## src/rtl/clock_tick_scheduler.sv

```systemverilog
// clock_tick_scheduler: timebase controller for the digital clock. Turns the
// system clock into one-cycle enables: gated 1 Hz second advance, display scan
// strobe, set-mode blink level and rate-limited adjust pulses with hold-repeat.
module clock_tick_scheduler #(
    parameter int CLK_Freq   = 24000000,
    parameter int SCAN_Freq  = 1000,
    parameter int BLINK_Freq = 2,
    parameter int FAST_Freq  = 8
) (
    input  logic       CLK_12,
    input  logic       nCR,
    input  logic       start,
    input  logic       pause,
    input  logic       set_en,
    input  logic       adj_key,
    output logic       sec_tick,
    output logic       adj_tick,
    output logic       scan_tick,
    output logic       blink,
    output logic [1:0] state
);

    typedef enum logic [1:0] {
        IDLE  = 2'b00,
        RUN   = 2'b01,
        PAUSE = 2'b10,
        SET   = 2'b11
    } state_t;

    localparam int SEC_P  = CLK_Freq;
    localparam int SCAN_P = CLK_Freq / SCAN_Freq;
    localparam int BLK_P  = CLK_Freq / (2 * BLINK_Freq);
    localparam int REP_P  = CLK_Freq / FAST_Freq;
    localparam int HOLD_P = CLK_Freq / 2;

    localparam int SEC_W  = (SEC_P  > 1) ? $clog2(SEC_P)  : 1;
    localparam int SCAN_W = (SCAN_P > 1) ? $clog2(SCAN_P) : 1;
    localparam int BLK_W  = (BLK_P  > 1) ? $clog2(BLK_P)  : 1;
    localparam int HOLD_W = (HOLD_P > 1) ? $clog2(HOLD_P) : 1;

    localparam logic [SEC_W-1:0]  SEC_LAST    = SEC_W'(SEC_P - 1);
    localparam logic [SCAN_W-1:0] SCAN_LAST   = SCAN_W'(SCAN_P - 1);
    localparam logic [BLK_W-1:0]  BLK_LAST    = BLK_W'(BLK_P - 1);
    localparam logic [HOLD_W-1:0] HOLD_LAST   = HOLD_W'(HOLD_P - 1);
    // Reloading to HOLD_P-REP_P makes every later repeat land REP_P cycles apart.
    localparam logic [HOLD_W-1:0] HOLD_RELOAD = HOLD_W'(HOLD_P - REP_P);

    state_t              state_q, state_d;
    logic [SEC_W-1:0]    sec_cnt_q, sec_cnt_d;
    logic [SCAN_W-1:0]   scan_cnt_q, scan_cnt_d;
    logic [BLK_W-1:0]    blk_cnt_q, blk_cnt_d;
    logic [HOLD_W-1:0]   hold_cnt_q, hold_cnt_d;
    logic                set_prev_q, set_prev_d;
    logic                hold_act_q, hold_act_d;
    logic                adj_q, adj_d;
    logic                sec_tick_q, sec_tick_d;
    logic                adj_tick_q, adj_tick_d;
    logic                scan_tick_q, scan_tick_d;
    logic                blink_q, blink_d;

    // Next-state logic: set_en overrides everything, then pause, then start.
    always_comb begin
        // NOTE: assign a default first so no path leaves state_d unassigned (no latch).
        state_d = state_q;
        if (set_en) begin
            state_d = SET;
        end else begin
            unique case (state_q)
                IDLE:  if (start) state_d = RUN;
                RUN:   if (pause) state_d = PAUSE;
                PAUSE: if (!pause && start) state_d = RUN;
                SET:   state_d = RUN;
                default: state_d = IDLE;
            endcase
        end
    end

    // State register.
    always_ff @(posedge CLK_12 or negedge nCR) begin
        if (!nCR) begin
            // NOTE: non-blocking assignments keep every flop sampling pre-edge values.
            state_q <= IDLE;
        end else begin
            state_q <= state_d;
        end
    end

    // Prescalers, blink and adjust datapath; all tick decisions use the registered state.
    always_comb begin
        // Scan strobe runs in every state.
        scan_tick_d = (scan_cnt_q == SCAN_LAST);
        scan_cnt_d  = (scan_cnt_q == SCAN_LAST) ? '0 : scan_cnt_q + 1'b1;

        // Seconds: count in RUN, freeze in PAUSE so resume finishes the second.
        sec_tick_d = 1'b0;
        sec_cnt_d  = '0;
        if (state_q == RUN) begin
            if (sec_cnt_q == SEC_LAST) begin
                sec_tick_d = 1'b1;
            end else begin
                sec_cnt_d = sec_cnt_q + 1'b1;
            end
        end else if (state_q == PAUSE) begin
            sec_cnt_d = sec_cnt_q;
        end

        // Blink: counter stays clear through the first SET cycle, then free-runs.
        set_prev_d = (state_q == SET);
        blk_cnt_d  = '0;
        blink_d    = blink_q;
        if (state_q == SET && set_prev_q) begin
            if (blk_cnt_q == BLK_LAST) begin
                blink_d = ~blink_q;
            end else begin
                blk_cnt_d = blk_cnt_q + 1'b1;
            end
        end
        if (state_d != SET) begin
            blink_d = 1'b1;
        end

        // Adjust: a fresh rise in SET fires at once and arms hold-to-repeat.
        adj_d      = adj_key;
        adj_tick_d = 1'b0;
        hold_act_d = hold_act_q;
        hold_cnt_d = hold_cnt_q;
        if (state_q != SET || !adj_key) begin
            hold_act_d = 1'b0;
            hold_cnt_d = '0;
        end else if (!adj_q) begin
            adj_tick_d = 1'b1;
            hold_act_d = 1'b1;
            hold_cnt_d = '0;
        end else if (hold_act_q) begin
            if (hold_cnt_q == HOLD_LAST) begin
                adj_tick_d = 1'b1;
                hold_cnt_d = HOLD_RELOAD;
            end else begin
                hold_cnt_d = hold_cnt_q + 1'b1;
            end
        end
    end

    // Datapath registers; every output is driven straight from a flop.
    always_ff @(posedge CLK_12 or negedge nCR) begin
        if (!nCR) begin
            sec_cnt_q   <= '0;
            scan_cnt_q  <= '0;
            blk_cnt_q   <= '0;
            hold_cnt_q  <= '0;
            set_prev_q  <= 1'b0;
            hold_act_q  <= 1'b0;
            adj_q       <= 1'b0;
            sec_tick_q  <= 1'b0;
            adj_tick_q  <= 1'b0;
            scan_tick_q <= 1'b0;
            blink_q     <= 1'b1;
        end else begin
            sec_cnt_q   <= sec_cnt_d;
            scan_cnt_q  <= scan_cnt_d;
            blk_cnt_q   <= blk_cnt_d;
            hold_cnt_q  <= hold_cnt_d;
            set_prev_q  <= set_prev_d;
            hold_act_q  <= hold_act_d;
            adj_q       <= adj_d;
            sec_tick_q  <= sec_tick_d;
            adj_tick_q  <= adj_tick_d;
            scan_tick_q <= scan_tick_d;
            blink_q     <= blink_d;
        end
    end

    assign sec_tick  = sec_tick_q;
    assign adj_tick  = adj_tick_q;
    assign scan_tick = scan_tick_q;
    assign blink     = blink_q;
    assign state     = state_q;

endmodule

```

## config.mk

```make
export PLATFORM = sky130hd
export DESIGN_NAME = clock_tick_scheduler
export DESIGN_NICKNAME = d
export VERILOG_FILES = /design/src/rtl/clock_tick_scheduler.sv
export SDC_FILE = /design/constraint.sdc
export NUM_CORES = 1
export LEC_CHECK = 0
export ABC_CLOCK_PERIOD_IN_PS = 3500
export CORE_MARGIN = 1
export CORE_UTILIZATION = 26
export DETAILED_ROUTE_END_ITERATION = 12
export PLACE_DENSITY = 0.47
export SLEW_MARGIN = 10
export SYNTH_ARGS = -nofsm -noshare
export SYNTH_HDL_FRONTEND = slang
export SYNTH_SLANG_ARGS = --single-unit
```

## constraint.sdc

```tcl
create_clock -name CLK_12 -period 3.5 [get_ports CLK_12]
set_clock_uncertainty 0.1 [all_clocks]
set_input_delay 0.7 -clock CLK_12 [delete_from_list [all_inputs] [get_ports CLK_12]]
set_output_delay 0.7 -clock CLK_12 [all_outputs]
set_load 0.02 [all_outputs]
```

==> results of run 1 <==
-- through the flow --
step	cell area, um2	worst slack (ps)	hold slack, ps
2_1_floorplan	4950	1420	304
3_3_place_gp	5330	756	338
3_5_place_dp	5330	691	345
4_1_cts	5650	871	354
5_1_grt	5650	755	374
6_report	5650	883	350
-- registers in the layout (all words and copies together) (netlist names), 2 cells and up --
signal,flops
sec_cnt_q,25
state,2
hold_cnt_q,24
scan_cnt_q,15
blk_cnt_q,23
-- layout make-up --
cell class              count  area, um2
clock buffers              11        233
clock inverters             5       86.3
fillers                  1921      13100
inverters                  13       48.8
multi-input cells         395       2430
flip-flops and latches     96       2400
well taps                 234        293
repair buffers             18        160
-- where the power goes --
group          total (mW)  switching (mW)  internal (mW)
combinational       0.131          0.0888         0.0425
clock                1.08           0.447          0.634
sequential           1.14          0.0145           1.12
total                2.35           0.550           1.80
-- cell usage after synthesis (12+ instances only) --
library cell / count
dfrtp_1: 95
nand2_1: 50
nor2_1: 47
nand3_1: 37
a21oi_1: 32
o21ai_0: 23
xnor2_1: 23
a31oi_1: 20
nand4_1: 20
and3_1: 18
inv_1: 13
clkbuf_1: 12
-- cell families (layout without fill, tap and decap cells) --
group,count (synthesis),in the layout
mux,9,9
simple gates,234,234
compound gates,115,115
xor+xnor,33,33
flops,96,96
fa+ha+maj,4,4
buf+inv,34,47
-- metal layers --
metal / vias to the layer above / wire (um) / share of wire [%] / global-route usage (%)
met1: 1942 / 5380 / 49 / 15.8
met5: - / 0 / 0 / 0
met4: 0 / 146 / 1.3 / 4.28
met3: 8 / 399 / 3.6 / 3.49
met2: 61 / 5040 / 46 / 18.9
li1: 1940 / - / - / -
-- how the worst max path moves through the flow --
stage	startpoint	to	slack, ps	cells past startpoint
global placement	adj_key	hold_cnt_q[8]$_DFFE_PN0P_	760	7
finish	sec_cnt_q[0]$_DFFE_PN0P_	sec_cnt_q[16]$_DFFE_PN0P_	880	7
detailed placement	adj_key	hold_cnt_q[4]$_DFFE_PN0P_	690	7
global route	sec_cnt_q[14]$_DFFE_PN0P_	sec_cnt_q[14]$_DFFE_PN0P_	760	6
CTS	sec_cnt_q[14]$_DFFE_PN0P_	sec_cnt_q[14]$_DFFE_PN0P_	870	6
floorplan	sec_cnt_q[14]$_DFFE_PN0P_	sec_cnt_q[14]$_DFFE_PN0P_	1420	6
==> results.md, run 1 <==
* R2R Setup Slk at 880 ps
* Adder-cell share of the synthesized area at 1.01%
* Post-route ant nets at 0
* Num ports at 12
* Simple logic cell fraction of the synthesized area at 24.9%
* Antenna cells at 0
* Largest net degree at the start of global routing at 75
* Vias in the first global route at 3769
* Core ar. at 0.0187 mm2
* Drt first pass iters at 5
* Synthesized area at 0.00495 mm2
* DR vias at 3951
* GP Congestion at 0.770
* Setup TNS at 0 ps
* Fin util at 30.2%
* Crit share post-route at 74.8%
* Ys async rst share at 100%
* Mean post-synth cell area at 9.42 um2
* Slew Limit Fails at 0
* Pwr dens at 415 mW/mm2
* Nature of the critical path startpoint: flop
* # hold bufs at CTS at 0
* Die height at 140 um
* Synth Area in XOR/XNOR at 5.84%
* Post-Place Cells at 756
* Die area at 0.0196 mm2
* Number of cell rows at 50
* Max frequency at 382 MHz
* Tmin final at 2620 ps
* Fraction of layout cells with a size suffix above 1 at 6.51%
* Reg2reg start: sec_cnt_q[0]$_DFFE_PN0P_
* CTS tree: yes
* EDFF count, synth at 0
* Starting Density at 26.4%
* Commonest non-fill, non-tap cells in the layout: 95 x dfrtp_1, 50 x nand2_1, 47 x nor2_1
* Die span in x at 140 um
* Largest family of logic cells by synthesized area: simple AND/OR/NAND/NOR gates
* R2R cell count at 7
* #FFs+latches synth at 96
* Final Setup Violations at 0
* Tot GR Track Use at 12.1%
* Post-synth cell types at 51
* Crit-path max cell delay at 590 ps
* Num CTS Buffers at 9
* DRC at 0
* Fin. Hold Viols at 0
* # Post-CTS Setup Buffers at 0
* Post-synthesis compound-gate area fraction at 15.0%
* First-pass GRT wire length at 18900 um
* H-tree Lvls at 3
* Cells after Synth at 525
* WL final at 11000 um
* Register area share after synthesis at 48.6%
* Worst Path Max Fanout at 24
* Final #Nets at 543
* Dpl hpwl at 7170 um
* Area contributors post-synth: dfrtp_1 48%, xnor2_1 4.1%, nand2_1 3.8%
* R2R Path End: sec_cnt_q[16]$_DFFE_PN0P_
* CP Capture Type: flop
* Synth top area share at 48.1%
* Least-Margin Pin Slew at 983 ps
* CP Buf/Inv Count at 1
* WHS Path Cells at 1
* DR iter-0 viols at 152
* Wire per inst at 14.2 um
* Leak at 2.25 nW
* Status: finished, final reports clean
* Hold Startpoint: blk_cnt_q[0]$_DFF_PN0_
* Syn. warnings at 0
* Longest Clk Path Bufs at 2
* Most used DFF post-synth: dfrtp_1
* CTS Root Cell: clkbuf_16
* WHS Endpoint: blk_cnt_q[0]$_DFF_PN0_
* Reg clk slew, reported paths at 70 ps
* Most common cell after layout, fill and taps aside: dfrtp_1
* Syn_nets at 535
* Slew headroom at 34.0%
* CP cell instances: ha_1 > nand4_1 > nor2_1 > a31oi_2 > buf_4 > nor4b_1 > a2bb2oi_1
* P&R area growth vs syn at 14.3%
* RSZ-0062 raised after global routing: false
* Overflow after GRT at 0
* Leading area contributor after synthesis: dfrtp_1
* Buffers on Ports at 11
* Clk Latency, worst-skew pair at 350 ps
* CP arrival at 2790 ps
* CP required at 3670 ps
* Worst Hold Class: reg -> reg
* Final Non-Filler Cells at 772
* Largest delay contributor family on the critical path: compound AO/OA/AOI/OAI gates
* VDD IR max at 0.224 mV
* Cts repair resizes at 0
* Multiplexer share of the synthesized area at 1.90%
* Max stage delay cell, worst path: a31oi_2
* TritonCTS Sinks at 96
* Via/cell ratio at 5.12
* Max-Cap Viols at 0
* Final Power at 2.35 mW
* Crit path kind: reg -> reg
* Initial antenna violation count at 0
No activity file was read; power rests on OpenSTA's default activity.
==> run 2: changes to the inputs <==
--- a/config.mk
+++ b/config.mk
@@ -5,11 +5,11 @@
 export SDC_FILE = /design/constraint.sdc
 export NUM_CORES = 1
 export LEC_CHECK = 0
-export ABC_CLOCK_PERIOD_IN_PS = 3500
+export ABC_CLOCK_PERIOD_IN_PS = 2200
 export CORE_MARGIN = 1
 export CORE_UTILIZATION = 26
 export DETAILED_ROUTE_END_ITERATION = 12
-export PLACE_DENSITY = 0.47
+export PLACE_DENSITY = 0.48
 export SLEW_MARGIN = 10
 export SYNTH_ARGS = -nofsm -noshare
 export SYNTH_HDL_FRONTEND = slang
==> constraint.sdc (replaced) <==
create_clock -name CLK_12 -period 2.2 [get_ports CLK_12]
set_clock_uncertainty 0.1 [all_clocks]
set_input_delay 0.44 -clock CLK_12 [delete_from_list [all_inputs] [get_ports CLK_12]]
set_output_delay 0.44 -clock CLK_12 [all_outputs]
set_load 0.02 [all_outputs]
==> results.md, run 2 (synthesis results as in run 1) <==
* Tmin final at 2120 ps (-501 ps)
* Hold Startpoint: scan_cnt_q[4]$_DFF_PN0_
* Fillers at 1925 (+0.21%)
* H-tree Lvls at 3 (unchanged)
* Wire per inst at 13.8 um (-3.0%)
* Crit path kind: reg -> reg
* Leak at 2.43 nW (+8.1%)
* Final Setup Violations at 0 (unchanged)
* CTS tree: yes
* Max reg flops at 25 (unchanged)
* Critical Path End: sec_cnt_q[21]$_DFFE_PN0P_
* Reg2reg start: sec_cnt_q[16]$_DFFE_PN0P_
* Worst Hold Class: reg -> reg
* DR vias at 4084 (+3.4%)
* WL final at 11100 um (+1.4%)
* Final #Nets at 578 (+6.4%)
* Die span in x at 140 um (unchanged)
* Max-Cap Viols at 0 (unchanged)
* Largest net degree at the start of global routing at 46 (-39%)
* Setup TNS at 0 ps (unchanged)
* Fraction of layout cells with a size suffix above 1 at 12.6% (+6.1 points)
* GP Congestion at 0.788 (+2.3%)
* Overflow after GRT at 0 (unchanged)
* Crit share post-route at 96.2% (+21 points)
* Initial antenna violation count at 0 (unchanged)
* TritonCTS Sinks at 96 (unchanged)
* Buffers on Ports at 11 (unchanged)
* Max stage delay cell, worst path: or4_1
* Status: finished, final reports clean
* Post-route ant nets at 0 (unchanged)
* R2R Setup Slk at 80 ps (-800 ps)
* Reg clk slew, reported paths at 70 ps (about the same)
* Pwr dens at 622 mW/mm2 (+50%)
* Fin. Hold Viols at 0 (unchanged)
* Antenna cells at 0 (unchanged)
* R2R Path End: sec_cnt_q[21]$_DFFE_PN0P_
* Via/cell ratio at 5.06 (-1.1%)
* Reg area at 0.00240 mm2 (unchanged)
* R2R cell count at 6 (-1)
* Final WS setup at 83.7 ps (-799 ps)
* CP cell instances: or4_1 > nor4_4 > a31oi_2 > buf_4 > a21o_1 > a22o_1
* Biggest register: sec_cnt_q
* DR iter-0 viols at 260 (+71%)
* Final Non-Filler Cells at 807 (+4.5%)
* Number of cell rows at 50 (unchanged)
* CP required at 2340 ps (-1330 ps)
* Slew Limit Fails at 0 (unchanged)
* Post-Place Cells at 787 (+4.1%)
* Tot GR Track Use at 12.1% (+0.049 points)
* Die area at 0.0196 mm2 (unchanged)
* Area of the multi-input gates at 0.00244 mm2 (+0.62%)
* CP Capture Type: flop
* Worst Path Max Fanout at 25 (+4.2%)
* Least-Margin Pin Slew at 558 ps (-425 ps)
* Clk Latency, worst-skew pair at 350 ps (about the same)
* P&R area growth vs syn at 20.4%
* Num CTS Buffers at 9 (unchanged)
* Num ports at 12 (unchanged)
* Nature of the critical path startpoint: flop
* Most common cell after layout, fill and taps aside: dfrtp_1
* Die height at 140 um (unchanged)
* Slew headroom at 62.5% (+28 points)
* VDD IR max at 0.422 mV (+89%)
* Starting Density at 26.4% (unchanged)
* Core ar. at 0.0187 mm2 (unchanged)
* Longest Clk Path Bufs at 2 (unchanged)
* First-pass GRT wire length at 18900 um (about the same)
* Critical Path Start: sec_cnt_q[16]$_DFFE_PN0P_
* CP arrival at 2260 ps (-530 ps)
* Dpl ws at -12.5 ps (-703 ps)
* DRC at 0 (unchanged)
* Drt first pass iters at 4 (-1)
* Largest regs: sec_cnt_q: 25 flops, hold_cnt_q: 24 flops, blk_cnt_q: 23 flops
* Max frequency at 473 MHz (+24%)
* Vias in the first global route at 3823 (+1.4%)
* Dpl hpwl at 7690 um (+7.1%)
* Commonest non-fill, non-tap cells in the layout: 95 x dfrtp_1, 50 x nand2_1, 47 x nor2_1
* CTS Root Cell: clkbuf_16
* RSZ-0062 raised after global routing: false
* Crit-path max cell delay at 570 ps (-20 ps)
[run 2: changes by cell type in the layout (fill, tap and decap cells not counted), sizes merged]
cell / change
buf: +34
bufinv: -1
clkbuf: -1
clkinvlp: +1
dlygate4sd3: +1
inv: +1
[run 2: final cells by class]
cell class,instances,share of cell area [%]
Clock buffer,10,4.01
Inverter,13,0.820
Tap cell,234,4.92
Sequential cell,96,40.4
Clock inverter,6,1.22
Multi-Input combinational cell,395,41.0
Timing Repair Buffer,53,7.63
[run 2: stage by stage]
stage	power [mW]	cell area (um2)	util (%)	hold WS [ps]
3_5_place_dp	2.08	5590	29.9	304
6_report	3.71	5950	31.8	369
4_1_cts	3.76	5910	31.6	371
5_1_grt	3.89	5950	31.8	398
2_1_floorplan	1.96	4950	-	44.4
3_3_place_gp	2.07	5590	29.9	294
[run 2: timing repair]
item | 4_1_cts | 5_1_grt
hold buffers | 1 | 0
endpoints found under the hold margin | 25 | 0
resized for setup | 0 | 3
endpoints found under the setup margin | 1 | 2
pin swaps | 1 | 0
buffers inserted | 0 | 3
[run 2: layer usage]
| layer | GRT usage (%) | wire (um) |
|---|---|---|
| met2 | 19.1 | 5260 |
| met5 | 0 | 0 |
| met1 | 16.2 | 5460 |
| met3 | 3.69 | 302 |
| met4 | 3.12 | 95 |
[run 2: power breakdown]
part	switching, mW	total [mW]	internal [mW]
combinational	0.151	0.245	0.0947
clock	0.730	1.66	0.928
sequential	0.0188	1.80	1.78
[run 2: worst min-delay path by stage]
stage                     cells past startpoint  slack (ps)                  endpoint
final                                         1         370   scan_cnt_q[4]$_DFF_PN0_
after detailed placement                      1         300  scan_cnt_q[10]$_DFF_PN0_
after global routing                          1         400    blk_cnt_q[0]$_DFF_PN0_
after floorplan                               0          40           adj_q$_DFF_PN0_
after global placement                        1         290  scan_cnt_q[10]$_DFF_PN0_
after CTS                                     1         370   scan_cnt_q[4]$_DFF_PN0_
[run 2: worst max-delay path, delay by kind of cell (launching register included)]
family | cells | cell delay [ps]
and+or+nand+nor | 2 | 760
buffers and inverters | 1 | 230
AOI/OAI and AO/OA | 3 | 540
DFF | 1 | 380
